<file path="config.mk">
export PLATFORM = sky130hd
export DESIGN_NAME = bsg_downstream_link_rx
export DESIGN_NICKNAME = d
export VERILOG_FILES = /design/src/rtl/bsg_downstream_link_rx.sv
export SDC_FILE = /design/constraint.sdc
export NUM_CORES = 1
export LEC_CHECK = 0
export CORE_MARGIN = 8
export CORE_UTILIZATION = 40
export DETAILED_ROUTE_END_ITERATION = 7
export PLACE_DENSITY = 0.6
export SLEW_MARGIN = 20
export SYNTH_ARGS = -nofsm -noshare
export SYNTH_HDL_FRONTEND = slang
export SYNTH_SLANG_ARGS = --single-unit
</file>
<file path="constraint.sdc">
create_clock -name clk -period 9.1 [get_ports clk]
set_input_delay 1.365 -clock clk [delete_from_list [all_inputs] [get_ports clk]]
set_output_delay 1.365 -clock clk [all_outputs]
set_load 0.01 [all_outputs]
</file>
<file path="src/rtl/bsg_downstream_link_rx.sv">
`default_nettype none
// ============================================================================
// Module  : bsg_downstream_link_rx
// Brief   : Reassembles 64-bit words from 16-bit link beats, buffers them for
//           the core and returns one credit token per batch of consumed words.
// Revision: 1.0  initial release
// ============================================================================
module bsg_downstream_link_rx #(
    parameter int FIFO_DEPTH  = 16,
    parameter int TOKEN_BATCH = 8
) (
    input  logic        clk,
    input  logic        rst,
    input  logic        io_valid_in,
    input  logic [7:0]  io_data_in_ch0,
    input  logic [7:0]  io_data_in_ch1,
    output logic        core_valid_out,
    output logic [63:0] core_data_out,
    input  logic        core_yumi_in,
    output logic        io_token,
    output logic        overflow_err
);

    localparam int c_ADDR_W = $clog2(FIFO_DEPTH);
    localparam int c_CNT_W  = c_ADDR_W + 1;
    localparam int c_TOK_W  = $clog2(TOKEN_BATCH);

    localparam logic [c_CNT_W-1:0] c_FULL_COUNT = c_CNT_W'(FIFO_DEPTH);
    localparam logic [c_TOK_W-1:0] c_LAST_POP   = c_TOK_W'(TOKEN_BATCH - 1);

    logic [1:0]          r_beat_cnt;
    logic [47:0]         r_partial;
    logic [63:0]         r_mem [FIFO_DEPTH];
    logic [c_ADDR_W-1:0] r_wr_ptr;
    logic [c_ADDR_W-1:0] r_rd_ptr;
    logic [c_CNT_W-1:0]  r_count;
    logic [c_TOK_W-1:0]  r_consumed_cnt;
    logic                r_token;
    logic                r_overflow;

    logic        w_word_done;
    logic [63:0] w_word;
    logic        w_valid;
    logic        w_full;
    logic        w_pop;
    logic        w_push_ok;
    logic        w_drop;

    // Final beat is joined straight into the word, so only 48 bits need staging.
    assign w_word_done = io_valid_in && (r_beat_cnt == 2'd3);
    assign w_word      = {io_data_in_ch1, io_data_in_ch0, r_partial};

    assign w_valid   = (r_count != '0);
    assign w_full    = (r_count == c_FULL_COUNT);
    assign w_pop     = core_yumi_in && w_valid;
    // A full FIFO can still take a word when the head leaves in the same cycle.
    assign w_push_ok = w_word_done && (!w_full || w_pop);
    assign w_drop    = w_word_done && w_full && !w_pop;

    // Beat assembler
    always_ff @(posedge clk or negedge rst) begin
        if (!rst) begin
            r_beat_cnt <= 2'd0;
            r_partial  <= '0;
        end else if (io_valid_in) begin
            r_beat_cnt <= r_beat_cnt + 2'd1;
            case (r_beat_cnt)
                2'd0:    r_partial[15:0]  <= {io_data_in_ch1, io_data_in_ch0};
                2'd1:    r_partial[31:16] <= {io_data_in_ch1, io_data_in_ch0};
                2'd2:    r_partial[47:32] <= {io_data_in_ch1, io_data_in_ch0};
                default: r_partial        <= r_partial;
            endcase
        end
    end

    // Storage array carries no reset; reads are masked by the valid flag.
    always_ff @(posedge clk) begin
        if (w_push_ok) begin
            r_mem[r_wr_ptr] <= w_word;
        end
    end

    always_ff @(posedge clk or negedge rst) begin
        if (!rst) begin
            r_wr_ptr <= '0;
            r_rd_ptr <= '0;
            r_count  <= '0;
        end else begin
            if (w_push_ok) begin
                r_wr_ptr <= r_wr_ptr + c_ADDR_W'(1);
            end
            if (w_pop) begin
                r_rd_ptr <= r_rd_ptr + c_ADDR_W'(1);
            end
            case ({w_push_ok, w_pop})
                2'b10:   r_count <= r_count + c_CNT_W'(1);
                2'b01:   r_count <= r_count - c_CNT_W'(1);
                default: r_count <= r_count;
            endcase
        end
    end

    always_ff @(posedge clk or negedge rst) begin
        if (!rst) begin
            r_overflow <= 1'b0;
        end else if (w_drop) begin
            r_overflow <= 1'b1;
        end
    end

    // Credit return: one pulse when a pop completes a batch
    always_ff @(posedge clk or negedge rst) begin
        if (!rst) begin
            r_consumed_cnt <= '0;
            r_token        <= 1'b0;
        end else begin
            r_token <= w_pop && (r_consumed_cnt == c_LAST_POP);
            if (w_pop) begin
                r_consumed_cnt <= r_consumed_cnt + c_TOK_W'(1);
            end
        end
    end

    assign core_valid_out = w_valid;
    assign core_data_out  = w_valid ? r_mem[r_rd_ptr] : 64'd0;
    assign io_token       = r_token;
    assign overflow_err   = r_overflow;

endmodule
`default_nettype wire

</file>
==> results.yml <==
min_path:
  holdPathEnd: "r_consumed_cnt[0]"
  hold_class: "flip-flop to flip-flop"
  hold_start: "r_consumed_cnt[0]"
  holdPathStages: 1
cts:
  cts_tree: "done"
  path_clk_slew_ps: 60
  post_cts_buffers: 0
  cts_max_level: 3
  clockBufferDepth: 3
  clock-sinks: 1092
  clock_latency_ps: 680
  cts_hold_buf: 0
  cts_resized: 0
  cts-root-buf: "clkbuf_16"
  cts_buffers: 110
synth:
  ys_ff_latch: 1092
  synth.distinct_cells: 50
  yosysMostFrequentCell: "edfxtp_1"
  synth-edff-count: 1024
  synth_top_area_frac: 0.735
  syn_area_per_cell_um2: 23.3
  synth_commonest_cells: "edfxtp_1 (1024), mux4_2 (256), mux2_2 (118)"
  syn_inst: 1799
  yosys-top-cells-area: "edfxtp_1 (73%), mux4_2 (14%), dfrtp_1 (4.1%), mux2_2 (3.2%), a221o_1 (1.5%)"
  synth_nets: 1832
  synth_top_area_cell: "edfxtp_1"
  async_flop_share: 0.0623
  yosysSeqAreaShare: 0.775
  ys.flop_type: "edfxtp_1"
  netlist_area_um2: 41800
  yosys_warnings: 0
drt:
  routedWlPerCell_um: 28.4
  drc: 0
  ant_nets: 0
  vias: 19162
  drt-initial-drc-count: 1937
  vias_per_cell: 5.63
  routed_wl_um: 96600
  firstDrtPassIters: 5
placed_design:
  io_buffers: 86
  place_area_um2: 44300
  dp_hpwl_um: 47700
  gp_routability_congestion: 0.710
  dp_cells: 3197
  dp_slack_ps: 3750
sta:
  fin_setup_tns_ps: 0
  rsz0062_at_grt: "no"
  hold_viol: 0
  finalClockSkew_ps: 40.4
  finalCritPeriodShare: 0.646
  post-route-min-period_ps: 5880
  worst_pin_slew_ps: 1160
  relSlewSlack: 0.227
  slew_violations: 0
  setup_slack_ps: 3220
  setup_violations: 0
  fmax_mhz: 170
  whs_ps: 488
power:
  switchingPower_mw: 4.56
  switching_share: 0.290
  combPwrFrac: 0.268
  p_clk_frac: 0.284
  finalPower_mw: 15.7
  internal_power_mw: 11.2
  leakage_nw: 15.1
  p_seq_frac: 0.449
  power_density_nw_per_um2: 328
  max-vdd-ir-drop_v: 0.000270
grt:
  antenna_found_initial: 9
  grt_max_degree: 111
  grt_pass1_vias: 20171
  grt_usage: 0.164
  overflow: 0
  grt_pass1_wl_um: 140000
setup_path:
  cp.required_ps: 7740
  crit_buf_inv: 2
  r2r_slack_ps: 5130
  cp_slowest_cell: "dfrtp_4"
  crit_arrival_ps: 4510
  crit_family: "buffers and inverters"
  r2r-end: "r_mem[1][44]"
  r2r_start: "r_beat_cnt[0]"
  max_stage_delay_ps: 1170
  worstSetupEndpointType: "primary output"
  reg2reg_depth: 6
  critical_path_class: "flip-flop to primary output"
  crit_chain: "buf_4 -> mux4_2 -> mux2_2 -> a221o_1 -> clkdlybuf4s50_1"
  critPathLaunchType: "flip-flop"
  worstPathMaxFanout: 67
floorplan:
  initial_core_util: 0.404
  ios: 87
  design.core.area_um2: 104000
  die_width_um: 339
  die_h_um: 339
  rows: 118
  dieArea_um2: 115000
finish:
  finalNonFillerCells: 3402
  area_delta_synth_final_pct: 14.5
  utilization: 0.462
  design_area_um2: 47900
  fin_nets: 1962
  drive_above_1_share: 0.295
  num-fill-cells: 8508
job:
  maxCapViolations: 0
outcome:
  status: "complete, no violations"
-- state kept, by name (all words and copies together), names as in the netlist --
signal,count
io_token,1
r_wr_ptr,4
r_rd_ptr,4
r_mem,1024
r_beat_cnt,2
overflow_err,1
r_consumed_cnt,3
r_count,5
r_partial,48
-- worst max path at each step --
stage / start / to / cells after the start
floorplan: io_valid_in / r_mem[4][0] / 6
global placement: r_rd_ptr[3] / core_data_out[13] / 5
detailed placement: io_valid_in / r_mem[0][32] / 6
CTS: r_rd_ptr[3] / core_data_out[56] / 5
global route: r_rd_ptr[3] / core_data_out[56] / 5
finish: r_rd_ptr[3] / core_data_out[58] / 5
-- per-layer routing --
metal | share of wire | wire (um) | GRT usage | up-vias
met5 | 0.00037 | 36 | 0 | -
met4 | 0.018 | 1740 | 0.0371 | 6
met3 | 0.064 | 6210 | 0.0295 | 128
met2 | 0.50 | 48000 | 0.272 | 654
met1 | 0.42 | 40700 | 0.228 | 10479
li1 | - | - | - | 7895
-- cell usage in the layout (no fill, tap or decap), types with 10 or more instances in the layout --
cell type        instances
buf_4                   26
clkbuf_8                16
clkinv_1                25
clkbuf_1                18
edfxtp_1              1024
ha_1                    13
nand2_1                 13
and2_4                  12
mux4_2                 256
mux2_2                 118
clkinv_2                17
dfrtp_1                 65
clkdlybuf4s50_1         82
nor2b_1                 56
a221o_1                 64
clkbuf_16              110
and2b_1                 10
-- worst reg2reg max path: cells and delay by family (launching register included) --
| kind | cells | cell delay [ps] |
|---|---|---|
| buffers and inverters | 1 | 740 |
| adders and majority gates | 1 | 240 |
| and+or+nand+nor | 3 | 1400 |
| DFF | 1 | 420 |
| AOI/OAI and AO/OA | 1 | 740 |
-- power groups by stage --
stage | logic, mW | clock network, mW | registers [mW]
after floorplan | 2.92 | 0 | 6.75
after global placement | 4.28 | 0 | 7.09
after detailed placement | 4.30 | 0 | 7.16
after CTS | 4.32 | 4.55 | 7.06
after global routing | 4.50 | 4.74 | 7.14
final | 4.21 | 4.46 | 7.05
-- cells by family (layout without fill, tap and decap cells) --
kind of cell               Yosys count  after routing  synth area share
DFF                               1092           1092             0.775
muxes                              375            375             0.170
and+or+nand+nor                    116            116            0.0173
buffers and inverters              105            326            0.0117
AOI/OAI and AO/OA                   86             86            0.0194
adders and majority gates           13             13           0.00389
xor gates and xnor gates            12             12           0.00251
other                                0              2                 0
-- layout make-up --
class	count	area [um^2]	share of cell area
well taps	1380	1730	0.0360
clock buffers	144	3040	0.0635
diodes	2	5.00	0.000104
repair buffers	115	1100	0.0230
clock inverters	59	576	0.0120
flip-flops and latches	1092	32500	0.678
inverters	8	30.0	0.000627
multi-input cells	602	8960	0.187
Power figures use the tool's default switching activity.
